$ cat src/rtl/hazard_ctrl_unit.sv
// hazard_ctrl_unit: stall/flush generation for a 5-stage pipeline.
// Handles load-use hazards, taken branches/jumps resolved in EX, external
// (trap) flushes, and multi-cycle EX ops (MUL/DIV) via a two-state FSM with
// a latency down-counter.
// Optional feature macro: HAZ_PERF_CNT_EN adds saturating perf counters
// perf_stall_cnt / perf_flush_cnt.
module hazard_ctrl_unit #(
    parameter int REG_ADDR_W = 5,
    parameter int MD_LAT     = 4,
    parameter int CNT_W      = 32
) (
    input  logic                  clk,
    input  logic                  rst,
    input  logic [REG_ADDR_W-1:0] id_rs1,
    input  logic [REG_ADDR_W-1:0] id_rs2,
    input  logic                  id_use_rs1,
    input  logic                  id_use_rs2,
    input  logic [REG_ADDR_W-1:0] ex_rd,
    input  logic                  ex_mem_read,
    input  logic                  ex_reg_write,
    input  logic                  ex_is_md,
    input  logic                  ex_br_taken,
    input  logic                  ext_flush,
    output logic                  pc_hold,
    output logic                  if_id_hold,
    output logic                  id_ex_hold,
    output logic                  if_id_flush,
    output logic                  id_ex_flush,
    output logic                  ex_mem_flush,
    output logic                  md_busy
`ifdef HAZ_PERF_CNT_EN
    ,
    output logic [CNT_W-1:0]      perf_stall_cnt,
    output logic [CNT_W-1:0]      perf_flush_cnt
`endif
);

    // Parameter sanity: a multi-cycle op must occupy EX for at least 2 cycles.
    if (MD_LAT < 2) begin : g_bad_md_lat
        $error("hazard_ctrl_unit: MD_LAT must be >= 2");
    end
    if (CNT_W < 1) begin : g_bad_cnt_w
        $error("hazard_ctrl_unit: CNT_W must be >= 1");
    end

    localparam int CNT_BITS = $clog2(MD_LAT);
    // Entry cycle counts as one stall cycle, so the counter starts at MD_LAT-2.
    localparam logic [CNT_BITS-1:0] MD_LOAD = CNT_BITS'(MD_LAT - 2);

    typedef enum logic {S_RUN, S_MD} state_t;

    state_t              state;
    logic [CNT_BITS-1:0] cnt;
    logic                load_use;
    logic                md_stall;

    // Hazard detection terms shared by output decode.
    always_comb begin
        load_use = ex_mem_read & ex_reg_write & (ex_rd != '0) &
                   ((id_use_rs1 & (id_rs1 == ex_rd)) |
                    (id_use_rs2 & (id_rs2 == ex_rd)));
        md_stall = ((state == S_RUN) & ex_is_md) |
                   ((state == S_MD) & (cnt != '0));
    end

    // Output decode: ext_flush > md stall > branch flush > load-use stall.
    always_comb begin
        pc_hold      = 1'b0;
        if_id_hold   = 1'b0;
        id_ex_hold   = 1'b0;
        if_id_flush  = 1'b0;
        id_ex_flush  = 1'b0;
        ex_mem_flush = 1'b0;
        md_busy      = 1'b0;
        if (!rst) begin
            md_busy = (state == S_MD);
            if (ext_flush) begin
                if_id_flush  = 1'b1;
                id_ex_flush  = 1'b1;
                ex_mem_flush = 1'b1;
            end else if (md_stall) begin
                pc_hold      = 1'b1;
                if_id_hold   = 1'b1;
                id_ex_hold   = 1'b1;
                ex_mem_flush = 1'b1;
            end else if (state == S_RUN) begin
                if (ex_br_taken) begin
                    if_id_flush = 1'b1;
                    id_ex_flush = 1'b1;
                end else if (load_use) begin
                    pc_hold     = 1'b1;
                    if_id_hold  = 1'b1;
                    id_ex_flush = 1'b1;
                end
            end
        end
    end

    // Multi-cycle op FSM and latency counter; ext_flush aborts an op in flight.
    always_ff @(posedge clk) begin
        if (rst) begin
            state <= S_RUN;
            cnt   <= '0;
        end else if (ext_flush) begin
            state <= S_RUN;
            cnt   <= '0;
        end else begin
            case (state)
                S_RUN: begin
                    if (ex_is_md) begin
                        state <= S_MD;
                        cnt   <= MD_LOAD;
                    end
                end
                S_MD: begin
                    if (cnt != '0) begin
                        cnt <= cnt - 1'b1;
                    end else begin
                        state <= S_RUN;
                    end
                end
                default: begin
                    state <= S_RUN;
                    cnt   <= '0;
                end
            endcase
        end
    end

`ifdef HAZ_PERF_CNT_EN
    function automatic logic [CNT_W-1:0] sat_inc(input logic [CNT_W-1:0] v,
                                                 input logic en);
        return (en && (v != '1)) ? v + 1'b1 : v;
    endfunction

    // Saturating perf counters: stall cycles (pc_hold) and cycles with any flush.
    always_ff @(posedge clk) begin
        if (rst) begin
            perf_stall_cnt <= '0;
            perf_flush_cnt <= '0;
        end else begin
            perf_stall_cnt <= sat_inc(perf_stall_cnt, pc_hold);
            perf_flush_cnt <= sat_inc(perf_flush_cnt,
                                      if_id_flush | id_ex_flush | ex_mem_flush);
        end
    end
`endif

endmodule

$ cat config.mk
export PLATFORM = sky130hd
export DESIGN_NAME = hazard_ctrl_unit
export DESIGN_NICKNAME = d
export VERILOG_FILES = /design/src/rtl/hazard_ctrl_unit.sv
export SDC_FILE = /design/constraint.sdc
export NUM_CORES = 1
export LEC_CHECK = 0
export ABC_AREA = 1
export CAP_MARGIN = 10
export CORE_MARGIN = 3
export CORE_UTILIZATION = 34
export DETAILED_ROUTE_END_ITERATION = 16
export PLACE_DENSITY = 0.77
export SYNTH_ARGS = -nofsm -noshare
export SYNTH_HDL_FRONTEND = slang
export SYNTH_SLANG_ARGS = --single-unit
export TNS_END_PERCENT = 50
$ cat constraint.sdc
create_clock -name clk -period 1.8 [get_ports clk]
set_clock_uncertainty 0.05 [all_clocks]
set_input_delay 0.27 -clock clk [delete_from_list [all_inputs] [get_ports clk]]
set_output_delay 0.27 -clock clk [all_outputs]
set_load 0.01 [all_outputs]
==> results of run 1 <==
sequential cells by signal, indices dropped and copies added, names as in the netlist:
register  cells
state         1
cnt           2
power groups by stage:
| stage | sequential [mW] | clock (mW) | combinational (mW) |
|---|---|---|---|
| floorplan | 0.0715 | 0 | 0.0618 |
| global placement | 0.0717 | 0 | 0.155 |
| detailed placement | 0.0718 | 0 | 0.155 |
| CTS | 0.0708 | 0.128 | 0.147 |
| global route | 0.0711 | 0.132 | 0.169 |
| finish | 0.0709 | 0.123 | 0.151 |
worst register-to-register path: stages (launching register included):
cell and delay [ns]:
dfxtp_2 0.31, inv_1 0.04, ha_2 0.18, nor2_4 0.10, inv_1 0.05, nand2_2 0.06, inv_2 0.06, nor2_4 0.09
buf_4 0.11, nand2_2 0.03, o31ai_1 0.05
cell type report:
type | count | area [µm²] | area share
Inverter | 26 | 97.6 | 0.107
Clock buffer | 4 | 26.3 | 0.0288
Tap cell | 14 | 17.5 | 0.0192
Timing Repair Buffer | 40 | 385 | 0.422
Sequential cell | 3 | 61.3 | 0.0672
Multi-Input combinational cell | 66 | 324 | 0.355
worst paths after layout:
check,start,end,slack (ns),cells past startpoint
max,cnt[0],pc_hold,0.09,10
min,rst,cnt[0],0.41,5
max reg2reg,cnt[0],cnt[1],0.57,10
min reg2reg,cnt[1],cnt[1],0.42,2
routing by layer:
metal | up-vias | track usage | wire length, µm
li1 | 363 | - | -
met3 | 5 | 0.0381 | 117
met4 | 0 | 0.0932 | 28
met5 | - | 0 | 0
met2 | 24 | 0.254 | 623
met1 | 269 | 0.173 | 592
cell families (layout without fill, tap and decap cells):
kind of cell / Yosys count / after routing / share of synthesized area
buffers and inverters: 27 / 70 / 0.229
flip-flops: 3 / 3 / 0.131
AO/OA/AOI/OAI: 4 / 4 / 0.0490
adder cells (fa/ha/maj): 1 / 1 / 0.0272
AND/OR/NAND/NOR: 61 / 61 / 0.564
metrics by stage:
step	hold WS, ns	instances	power, mW
after CTS	0.427	153	0.346
after global placement	0.410	149	0.227
after detailed placement	0.420	149	0.227
final	0.409	153	0.345
after floorplan	0.372	96	0.133
after global routing	0.454	153	0.372
cells in the final DEF (no fill, tap or decap):
cell type         n
nor2_4            2
nor3_2            1
buf_4            11
clkbuf_4          3
clkbuf_1          1
dlymetal6s2s_1   11
ha_2              1
clkdlybuf4s50_1   8
nand2_1          35
inv_2             4
nand4_1           1
dfxtp_1           2
a21oi_1           2
nand3_2           2
nand3_1           3
buf_6             2
dfxtp_2           1
nand2_2           4
o31ai_1           1
dlygate4sd2_1     6
nor2_1           10
inv_1            22
buf_2             2
o21ai_0           1
nor2_2            3
timing repair:
| action | 4_1_cts | 5_1_grt |
|---|---|---|
| pin swaps | 4 | 9 |
| gates cloned | 0 | 0 |
| hold endpoints to repair | 0 | 0 |
| resized for setup | 23 | 25 |
| setup endpoints to repair | 6 | 6 |
==> results.md, run 1 <==
* Worst-Margin Slew at 0.172 ns
* Top-count cell post-synth: nand2_1
* Post-synthesis instance total at 96
* Crit path buf inv count at 5
* Hold buffer count at cts at 0
* Final hold vios at 0
* Rows at 12
* Post-CTS setup buffer count at 0
* CP Class: reg -> out
* Layout fillers at about 100
* Top post-synthesis cells by count: nand2_1 (37), inv_1 (23), nor2_1 (13), nand3_1 (5)
* Maximum fanout along the worst path at 3
* First-pass GRT wire length at 2.17 mm
* GP Congestion at 0.856
* Mapped cell area at 459 µm²
* Worst hold path type: in -> reg
* Slew margin rel. at 0.884
* Via Count at 661
* DR iter-0 viols at 10
* Final ANT Viol Nets at 0
* CP Data Required Time at around 1.5 ns
* Arr. time, crit path at approximately 1.4 ns
* Max-Cap Viols at 0
* Reg clk slew, reported paths at 0.04 ns
* Netlist cell types at 15
* RSZ-0062 raised after global routing: true
* Synthesized area per cell at between 4 and 5 µm²
* CP cell instances: inv_1, ha_2, nor2_4, inv_1, nand2_2, inv_2, nor2_4, inv_1, nand2_2, buf_6
* GRT Util Overall at 0.154
* Clock power frac at 0.356
* Slowest-stage cell, CP: dfxtp_2
* Drt pass-1 iters at 4
* DRC violations left at 0
* Worst setup SP type: flip-flop
* Post-DR vias/cell at between 4 and 5
* Most frequent CP cell: inv_1
* Yosys warns at 0
* Final Setup Violations at 0
* Total CTS buffers at 3
* N_diodes at 0
* Synth top area cells: nand2_1 (30%), inv_1 (19%), dfxtp_1 (13%), nor2_1 (11%), nand3_1 (5.4%)
* Final Instance Area at between 900 and 1000 µm²
* Top Family by Delay on Critical Path: simple AND/OR/NAND/NOR gates
* Layout net count at roughly 170
* Slew Limit Fails at 0
* Longest Clk Path Bufs at 2
* Logic gate share of total power at 0.438
* Synth Net Count at between 100 and 150
* Sequential power share at 0.206
* Period minus WS final at 1.71 ns
* Die area at 1830 µm²
* Crit end category: output pin
* Initial antenna violation count at 0
* Yosys top cell area share at 0.302
* TritonCTS clock tree: yes
* Final wirelength at 1.36 mm
* Die W at roughly 43 µm
* Initial Util at 0.387
* Area leader, netlist: nand2_1
* Share of post-route cells with drive strength above 1 at 0.259
* Largest net degree at the start of global routing at 5
* Max Fclk at 584 MHz
* H-Tree Depth at 1
* CTS root buf: clkbuf_4
* I/O Buffers at 30
* I/O pin total at 31
* Area Growth Syn to Fin at 98.6%
* Peak supply drop at 0.251 mV
* Clock net sink count at 3
* Lkg Pwr at 0.619 nW
* Detailed Place HPWL at 1.09 mm
* Placeable core area at 1190 µm²
* Die Ht at 42.8 µm
* Fin Setup TNS at 0 ns
* Vias in the first global route at 595
* Register area share after synthesis at 0.131
* Register bit total from synthesis at 3
* Gr ovfl total at 0
* Top FF cell, synth: dfxtp_1
* CP max stage delay at 0.31 ns
* Post-synthesis async set-or-reset flop share at 0
* Wire per inst at 8.89 µm
* Sw Share at 0.318
* Pwr Density at 378 nW/µm²
* Placement Cell Area at between 800 and 900 µm²
* Final Util at 0.769
* EDFF count, synth at 0
* Switching power at 110 µW
* Outcome: complete, no violations
* Worst-skew pair later-pin latency at 0.24 ns
* Period utilization at 0.951
* Int Pwr at 235 µW
* Worst Setup Slack post-DPL at -0.470 ns
* Final worst slack at 0.0877 ns
Power figures use the tool's default switching activity.
==> inputs of run 2 (changes only) <==
CELL_PAD_IN_SITES_DETAIL_PLACEMENT = 1   (was default)
CELL_PAD_IN_SITES_GLOBAL_PLACEMENT = 1   (was default)
CORE_UTILIZATION = 20   (was 34)
SLEW_MARGIN = 15   (was default)
==> run 2 against run 1 <==
Combinational power about the same. Die area increased by 59%. Sequential power about the same. Critical path type unchanged. Worst setup slack improved by 0.0081 ns. Worst hold slack got worse by 0.079 ns. Non-clock buffer count decreased by 1. Power decreased by 1.5%. Global-route usage decreased by 3.8 points. Maximum frequency increased by 0.47%. Flip-flop and latch count unchanged.
==> results.md, run 2 (synthesis results as in run 1) <==
* Outcome: complete, no violations (unchanged)
* Final ANT Viol Nets at 0 (unchanged)
* Switching power at 107 µW (was 110 µW)
* Arr. time, crit path at 1.38 ns (was 1.39 ns)
* Max reg flops at 2 (unchanged)
* Post-DR vias/cell at 4.10 (was 4.32)
* Pwr Density at 375 nW/µm² (was 378 nW/µm²)
* CP Class: reg -> out (unchanged)
* Most common cell after layout, fill and taps aside: nand2_1 (unchanged)
* Longest Clk Path Bufs at 2 (unchanged)
* Layout net count at 164 (was 165)
* Clock net sink count at 3 (unchanged)
* Area Growth Syn to Fin at 97.3% (was 98.6%)
* WHS Path Cells at 4 (was 5)
* Period minus WS final at 1.70 ns (was 1.71 ns)
* Wire per inst at 9.40 µm (was 8.89 µm)
* DR WL met3 at 117 µm (unchanged)
* Hold_sp: rst (unchanged)
* Period utilization at 0.947 (was 0.951)
* GP Congestion at 0.679 (was 0.856)
* Initial antenna violation count at 0 (unchanged)
* N_diodes at 0 (unchanged)
* DRC violations left at 0 (unchanged)
* Die W at 53.9 µm (was 42.8 µm)
* R2R depth at 10 (unchanged)
* GRT Util Overall at 0.116 (was 0.154)
* Worst-skew pair later-pin latency at 0.24 ns (about the same)
* CP Data Required Time at 1.48 ns (about the same)
* Worst-Margin Slew at 0.186 ns (was 0.172 ns)
* Final hold vios at 0 (unchanged)
* Detailed Place HPWL at 1.34 mm (was 1.09 mm)
* FF-to-FF End: cnt[1] (unchanged)
* First-pass GRT wire length at 2.49 mm (was 2.17 mm)
* Die area at 2910 µm² (was 1830 µm²)
* Die Ht at 53.9 µm (was 42.8 µm)
* Largest net degree at the start of global routing at 5 (unchanged)
* Via Count at 676 (was 661)
* Crit end category: output pin (unchanged)
* Placeable core area at 2060 µm² (was 1190 µm²)
* R2R Path Start: cnt[0] (unchanged)
* Worst Hold Path EP: cnt[0] (unchanged)
* Logic gate share of total power at 0.438 (about the same)
* Clock power frac at 0.352 (was 0.356)
* Int Pwr at 232 µW (was 235 µW)
* Lkg Pwr at 0.577 nW (was 0.619 nW)
* Slew margin rel. at 0.875 (was 0.884)
* Total CTS buffers at 3 (unchanged)
* Maximum fanout along the worst path at 3 (unchanged)
* CTS root buf: clkbuf_4 (unchanged)
* Multi-input logic area at 324 µm² (unchanged)
* Initial Util at 0.223 (was 0.387)
* WL met1 at 627 µm (was 592 µm)
* I/O Buffers at 30 (unchanged)
* TritonCTS clock tree: yes (unchanged)
* Vias in the first global route at 684 (was 595)
* I/O pin total at 31 (unchanged)
* Sw Share at 0.315 (was 0.318)
* Peak supply drop at 0.198 mV (was 0.251 mV)
* Reg clk slew, reported paths at 0.04 ns (about the same)
* Worst-case hold slack at 0.330 ns (was 0.409 ns)
* Drt pass-1 iters at 4 (unchanged)
* FF+latch area at 61.3 µm² (unchanged)
* Worst hold path type: in -> reg (unchanged)
* Rows at 16 (was 12)
* Routed length on met2 at 806 µm (was 623 µm)
* Max-Cap Viols at 0 (unchanged)
* Final wirelength at 1.55 mm (was 1.36 mm)
* Share of post-route cells with drive strength above 1 at 0.261 (was 0.259)
* H-Tree Depth at 1 (unchanged)
* Final Setup Violations at 0 (unchanged)
* Fin Setup TNS at 0 ns (unchanged)
* Max Fclk at 587 MHz (was 584 MHz)
* Uppermost layer routed: met3 (was met4)
* DR iter-0 viols at 5 (was 10)
* R2R Setup Slk at 0.52 ns (was 0.57 ns)
* Most frequent cells in the layout: nand2_1 (36), inv_1 (18), nor2_1 (11) (was nand2_1 (35), inv_1 (22), dlymetal6s2s_1 (11), buf_4 (11), nor2_1 (10))
* Slew Limit Fails at 0 (unchanged)
* Sequential power share at 0.210 (was 0.206)
* Layout fillers at 294 (was 99)
* Hold buffer count at cts at 0 (unchanged)
* Worst setup SP type: flip-flop (unchanged)
* Most flops, register: cnt (unchanged)
* Largest regs: cnt x2, state x1 (unchanged)
* Gr ovfl total at 0 (unchanged)
-- run 2: how the worst max path moves through the flow --
stage	start	end	cells after the start
floorplan	cnt[0]	pc_hold	10
global placement	ex_rd[3]	if_id_hold	10
detailed placement	ex_rd[3]	pc_hold	10
CTS	id_rs1[3]	pc_hold	10
global route	cnt[0]	pc_hold	10
finish	cnt[0]	pc_hold	10
-- run 2: through the flow --
step	setup slack [ns]	instance area, µm²	power [mW]	util	std cells
4_1_cts	0.00354	857	0.343	0.416	164
2_1_floorplan	0.218	459	0.133	-	96
5_1_grt	-0.00109	906	0.369	0.439	165
3_3_place_gp	-0.498	846	0.224	0.410	160
3_5_place_dp	-0.497	846	0.227	0.410	160
6_report	0.0958	906	0.339	0.439	165
-- run 2: critical path, stage by stage (launching register included) --
cell	delay, ns
dfxtp_2	0.31
inv_1	0.06
ha_4	0.16
nor2_4	0.10
inv_1	0.06
nand2_2	0.06
inv_2	0.05
nor2_4	0.11
inv_2	0.04
nand2_2	0.08
buf_6	0.10
-- run 2: cell type report --
class / count / share of cell area
Clock buffer: 4 / 0.0290
Sequential cell: 3 / 0.0677
Timing Repair Buffer: 39 / 0.401
Tap cell: 27 / 0.0373
Multi-Input combinational cell: 66 / 0.358
Inverter: 26 / 0.108
-- run 2: repair_timing --
action | 4_1_cts | 5_1_grt
hold endpoints to repair | 0 | 0
resized for setup | 31 | 18
buffers inserted | 0 | 1
endpoints found under the setup margin | 7 | 6
pin swaps | 8 | 9
-- run 2: power groups by stage --
| stage | Combinational [mW] | Sequential (mW) | Clock (mW) |
|---|---|---|---|
| 4_1_cts | 0.146 | 0.0709 | 0.126 |
| 5_1_grt | 0.169 | 0.0715 | 0.129 |
| 3_5_place_dp | 0.155 | 0.0719 | 0 |
| 3_3_place_gp | 0.153 | 0.0716 | 0 |
| 6_report | 0.149 | 0.0712 | 0.120 |
| 2_1_floorplan | 0.0618 | 0.0715 | 0 |
-- run 2: metal layers --
metal | global-route usage | up-vias
met1 | 0.124 | 294
met2 | 0.222 | 20
met3 | 0.0139 | 0
met5 | 0 | -
li1 | - | 362
met4 | 0.0511 | 0
